==> src/rtl/cvxif_result_sched.sv <==
// cvxif_result_sched: per-lane result FIFOs shared onto one CVXIF result port by a round-robin arbiter with grant lock
module cvxif_result_sched #(
  parameter int NrLanes = 3,
  parameter int XLEN    = 32,
  parameter int IdWidth = 3,
  parameter int Depth   = 2
) (
  input  logic                       clk_i,
  input  logic                       rst_i,
  input  logic                       flush_i,
  input  logic [NrLanes-1:0]         lane_valid_i,
  output logic [NrLanes-1:0]         lane_ready_o,
  input  logic [NrLanes*IdWidth-1:0] lane_id_i,
  input  logic [NrLanes*XLEN-1:0]    lane_data_i,
  input  logic [NrLanes*5-1:0]       lane_rd_i,
  input  logic [NrLanes-1:0]         lane_we_i,
  output logic                       result_valid_o,
  input  logic                       result_ready_i,
  output logic [IdWidth-1:0]         result_id_o,
  output logic [XLEN-1:0]            result_data_o,
  output logic [4:0]                 result_rd_o,
  output logic                       result_we_o
);
  localparam int PW = $clog2(Depth);
  localparam int LW = $clog2(NrLanes);
  localparam int EW = IdWidth + XLEN + 6;
  logic [EW-1:0] mem [NrLanes][Depth];
  logic [PW-1:0] wp [NrLanes];
  logic [PW-1:0] rp [NrLanes];
  logic [PW:0] cnt [NrLanes];
  logic [NrLanes-1:0] push, pop, busy;
  logic [LW-1:0] rr_ptr, lock_lane, sel, gnt;
  logic [EW-1:0] head;
  logic lock, hs;
  // Descending scan so the lane closest to rr_ptr is the last (winning) assignment
  always_comb begin
    for (int i = 0; i < NrLanes; i++) begin
      busy[i] = cnt[i] != '0;
      lane_ready_o[i] = cnt[i] != (PW+1)'(Depth) && !flush_i;
    end
    sel = rr_ptr;
    for (int k = NrLanes - 1; k >= 0; k--)
      sel = busy[(int'(rr_ptr) + k) % NrLanes] ? LW'((int'(rr_ptr) + k) % NrLanes) : sel;
    gnt = lock ? lock_lane : sel;
    result_valid_o = |busy;
    head = mem[gnt][rp[gnt]];
    {result_id_o, result_data_o, result_rd_o, result_we_o} = result_valid_o ? head : '0;
    hs = result_valid_o && result_ready_i;
    for (int i = 0; i < NrLanes; i++) begin
      push[i] = lane_valid_i[i] && lane_ready_o[i];
      pop[i] = hs && gnt == LW'(i);
    end
  end
  always_ff @(posedge clk_i)
    for (int i = 0; i < NrLanes; i++)
      if (push[i])
        mem[i][wp[i]] <= {lane_id_i[i*IdWidth +: IdWidth], lane_data_i[i*XLEN +: XLEN],
                          lane_rd_i[i*5 +: 5], lane_we_i[i]};
  always_ff @(posedge clk_i or posedge rst_i)
    if (rst_i) begin
      for (int i = 0; i < NrLanes; i++) begin
        wp[i] <= '0;
        rp[i] <= '0;
        cnt[i] <= '0;
      end
      rr_ptr <= '0;
      lock <= 1'b0;
      lock_lane <= '0;
    end else if (flush_i) begin
      for (int i = 0; i < NrLanes; i++) begin
        wp[i] <= '0;
        rp[i] <= '0;
        cnt[i] <= '0;
      end
      rr_ptr <= '0;
      lock <= 1'b0;
      lock_lane <= '0;
    end else begin
      for (int i = 0; i < NrLanes; i++) begin
        if (push[i]) wp[i] <= wp[i] + 1'b1;
        if (pop[i]) rp[i] <= rp[i] + 1'b1;
        cnt[i] <= cnt[i] + (PW+1)'(push[i]) - (PW+1)'(pop[i]);
      end
      if (hs) begin
        lock <= 1'b0;
        rr_ptr <= (gnt == LW'(NrLanes - 1)) ? '0 : gnt + 1'b1;
      end else if (result_valid_o) begin
        lock <= 1'b1;
        lock_lane <= gnt;
      end
    end
endmodule
==> config.mk <==
export PLATFORM = sky130hd
export DESIGN_NAME = cvxif_result_sched
export DESIGN_NICKNAME = d
export VERILOG_FILES = /design/src/rtl/cvxif_result_sched.sv
export SDC_FILE = /design/constraint.sdc
export NUM_CORES = 1
export LEC_CHECK = 0
export ABC_AREA = 1
export BUFFER_PORTS_ARGS = -buffer_cell sky130_fd_sc_hd__buf_2
export CORE_MARGIN = 4
export CORE_UTILIZATION = 55
export CTS_BUF_LIST = sky130_fd_sc_hd__clkbuf_2
export DETAILED_ROUTE_END_ITERATION = 7
export PLACE_DENSITY = 0.77
export SLEW_MARGIN = 20
export SYNTH_ARGS = -nofsm -noshare
export SYNTH_HDL_FRONTEND = slang
export SYNTH_SLANG_ARGS = --single-unit
==> constraint.sdc <==
create_clock -name clk_i -period 5.8 [get_ports clk_i]
set_input_delay 0.29 -clock clk_i [delete_from_list [all_inputs] [get_ports clk_i]]
set_output_delay 0.29 -clock clk_i [all_outputs]
set_load 0.005 [all_outputs]
==> flow_metrics.env <==
export IMPL_synthXorXnorAreaFrac=0.00448
export IMPL_drive_above_1_share=0.234
export IMPL_cp_top_family="simple AND/OR/NAND/NOR gates"
export IMPL_yosysMostFrequentCell="nand2_1"
export IMPL_muxShareOfSynthArea=0
export IMPL_fin_tns_setup_ns=0
export IMPL_syn_to_final_growth_pct=24.6
export IMPL_clockBufferDepth=3
export IMPL_via_count=9293
export IMPL_worst_pin_slew_ns=1.08
export IMPL_vias_per_cell=5.23
export IMPL_synth_simple_area_share=0.242
export IMPL_clock_sinks=263
export IMPL_cts_tree="yes"
export IMPL_synth_compound_area_frac=0.0115
export IMPL_yosysTopAreaCellShare=0.630
export IMPL_hold_path_class="input port to register"
export IMPL_path_class="register to output port"
export IMPL_rows=53
export IMPL_crit_path_top_delay_cell="nand2_2"
export IMPL_gr_total_overflow=0
export IMPL_fin_nets=1594
export IMPL_num_io_pins=175
export IMPL_ant_nets=0
export IMPL_initial_core_util=0.558
export IMPL_worstPathRequired_ns=5.51
export IMPL_cpMostUsedCell="nand2_1"
export IMPL_wirelength_mm=30.3
export IMPL_timing_final_crit_share=0.881
export IMPL_seq_area_frac_synth=0.666
export IMPL_cts_root_buf="clkbuf_2"
export IMPL_yosys_area_top_type="edfxtp_1"
export IMPL_hpwlAfterDp_mm=16.7
export IMPL_cap_violations=0
export IMPL_drc=0
export IMPL_grt_use_total=0.255
export IMPL_synth_cell_area_sq_um=11700
export IMPL_period_minus_slack_ns=5.11
export IMPL_gp_congestion=0.845
export IMPL_avgSynthCellArea_sq_um=10.4
export IMPL_yosysUniqueCellTypes=26
export IMPL_grt_pass1_vias=9619
export IMPL_worstPathMaxFanout=71
export IMPL_die_w_microns=154
export IMPL_core_sq_um=21000
export IMPL_portBuffers=174
export IMPL_slowest_delay_ns=0.82
export IMPL_synth_edf_count=246
export IMPL_async_flop_share=0.0646
export IMPL_max_freq_ghz=0.196
export IMPL_critPathBufInv=3
export IMPL_startpoint_type="register"
export IMPL_drt_pass1_iterations=5
export IMPL_synthFlopType="edfxtp_1"
export IMPL_dr_first_iter_drc_count=630
export IMPL_numCtsBuffers=68
export IMPL_slew_headroom=0.276
export IMPL_finalSetupViolCount=0
export IMPL_clk_latency_ns=0.81
export IMPL_skew_ns=0.0907
export IMPL_hold_viol_final=0
export IMPL_path_clk_slew_ns=0.09
export IMPL_die_height_microns=154
export IMPL_finalMaxSlewViolations=0
export IMPL_synth_top_family_by_area="simple AND/OR/NAND/NOR gates"
export IMPL_rsz0062_at_grt="no"
export IMPL_synth_area_top_cells="edfxtp_1 (63%), nand2_1 (11%), nand3_1 (7.6%), dfrtp_1 (3.6%), inv_1 (3.6%)"
export IMPL_antenna_found_initial=3
export IMPL_synthAdderAreaFrac=0.00961
export IMPL_wl_per_cell_microns=17.1
export IMPL_post_synth_inst_count=1129
export IMPL_ys_warn_count=0
export IMPL_cp_end_kind="output port"
export IMPL_synthTopCellsByCount="nand2_1 (359), edfxtp_1 (246), nand3_1 (179)"
export IMPL_critPathArrivalTime_ns=4.82
export IMPL_synth_seq_cells=263
export IMPL_grt_max_degree=72
export IMPL_die_area_sq_um=23700
export IMPL_h_tree_depth=3
export IMPL_grt_pass1_wl_mm=47.8
export IMPL_status="finished, final reports clean"
export IMPL_syn_num_nets=1268
export IMPL_path_cells="inv_1 > ha_1 > o21ai_1 > o21ai_1 > o211ai_1 > nand3_1 > nand2_1 > nand2_4 > inv_4 > nand3_1 > nand2_2 > nand2_1 > nand2_1 > nor2_1 > buf_2"
-- through the flow --
step                cell area (sq um)  utilization  worst slack (ns)  hold WS, ns  std cells
finish                          14600        0.695             0.691       0.0994       1776
global route                    14600        0.695             0.259       0.0467       1776
CTS                             14600        0.694             0.688       0.0306       1773
detailed placement              12700        0.606              1.53        0.440       1532
global placement                12700        0.606              1.64        0.421       1532
floorplan                       11700            -              2.80        0.216       1129
-- cell families (layout without fill, tap and decap cells) --
group           after synthesis  after routing
compound gates               25             25
xor+xnor                      6              6
fa+ha+maj                     9              9
buf+inv                     174            543
flops                       263            263
other cells                   0              3
simple gates                652            652
-- worst min-delay path, stage by stage --
cell and delay, ns:
buf_2 0.07, nand2_1 0.18, nand3_1 0.12, o21ai_0 0.10
-- sequential cells by signal (all words and copies together) (netlist names) --
register	count
mem	246
cnt	6
rp	3
wp	3
lock_lane	2
rr_ptr	2
lock	1
-- per-layer routing --
metal,global-route usage,vias to the layer above,wire length (microns)
li1,-,4405,-
met1,0.319,4354,11900
met2,0.420,438,14900
met3,0.0521,96,2470
met4,0.135,0,1090
met5,0,-,0
-- path summary, 6_finish.rpt --
check | slack (ns) | endpoint | from | depth (start not counted)
min in group asynchronous | 0.14 | lock | rst_i | 3
worst min register to register | 0.55 | lock_lane[0] | lock_lane[0] | 2
worst max register to register | 2.14 | cnt[1] | rr_ptr[0] | 17
worst max-delay path | 0.69 | result_data_o[15] | rr_ptr[0] | 15
max in group asynchronous | 5.14 | rr_ptr[0] | rst_i | 3
worst min-delay path | 0.1 | wp[0] | lane_valid_i[2] | 4
-- what timing repair did --
item | CTS | global route
endpoints found under the setup margin | 0 | 0
gates resized for setup | 0 | 0
setup buffers | 0 | 0
endpoints found under the hold margin | 276 | 0
hold buffers | 128 | 0
-- layout by cell type (no fill, tap or decap), types with 6 or more instances in the layout --
cell           synthesis  final
nor2_4                 0      6
nand3_1              179    178
nor2_1                56     50
edfxtp_1             246    246
clkinv_1               0     12
buf_4                  6     11
buf_2                 24    174
nand2_1              359    357
or2_1                  7      7
or2_2                 35     35
clkbuf_2               0     96
o21ai_0                9      9
ha_1                   9      9
dfrtp_1               17     17
inv_1                113    112
dlygate4sd3_1          0    128
nor2_2                10     10
-- area by class of cell --
cell class / instances / area [sq um]
timing repair buffer: 313 / 2230
sequential: 263 / 7810
tap: 275 / 344
antenna: 3 / 7.51
multi-input combinational: 692 / 3190
clock inverter: 17 / 95.1
inverter: 117 / 443
fill: 1513 / 6420
clock buffer: 96 / 480
Power is not shown: default switching activity piles up to over one toggle a cycle in this logic, so the estimate is an artifact.
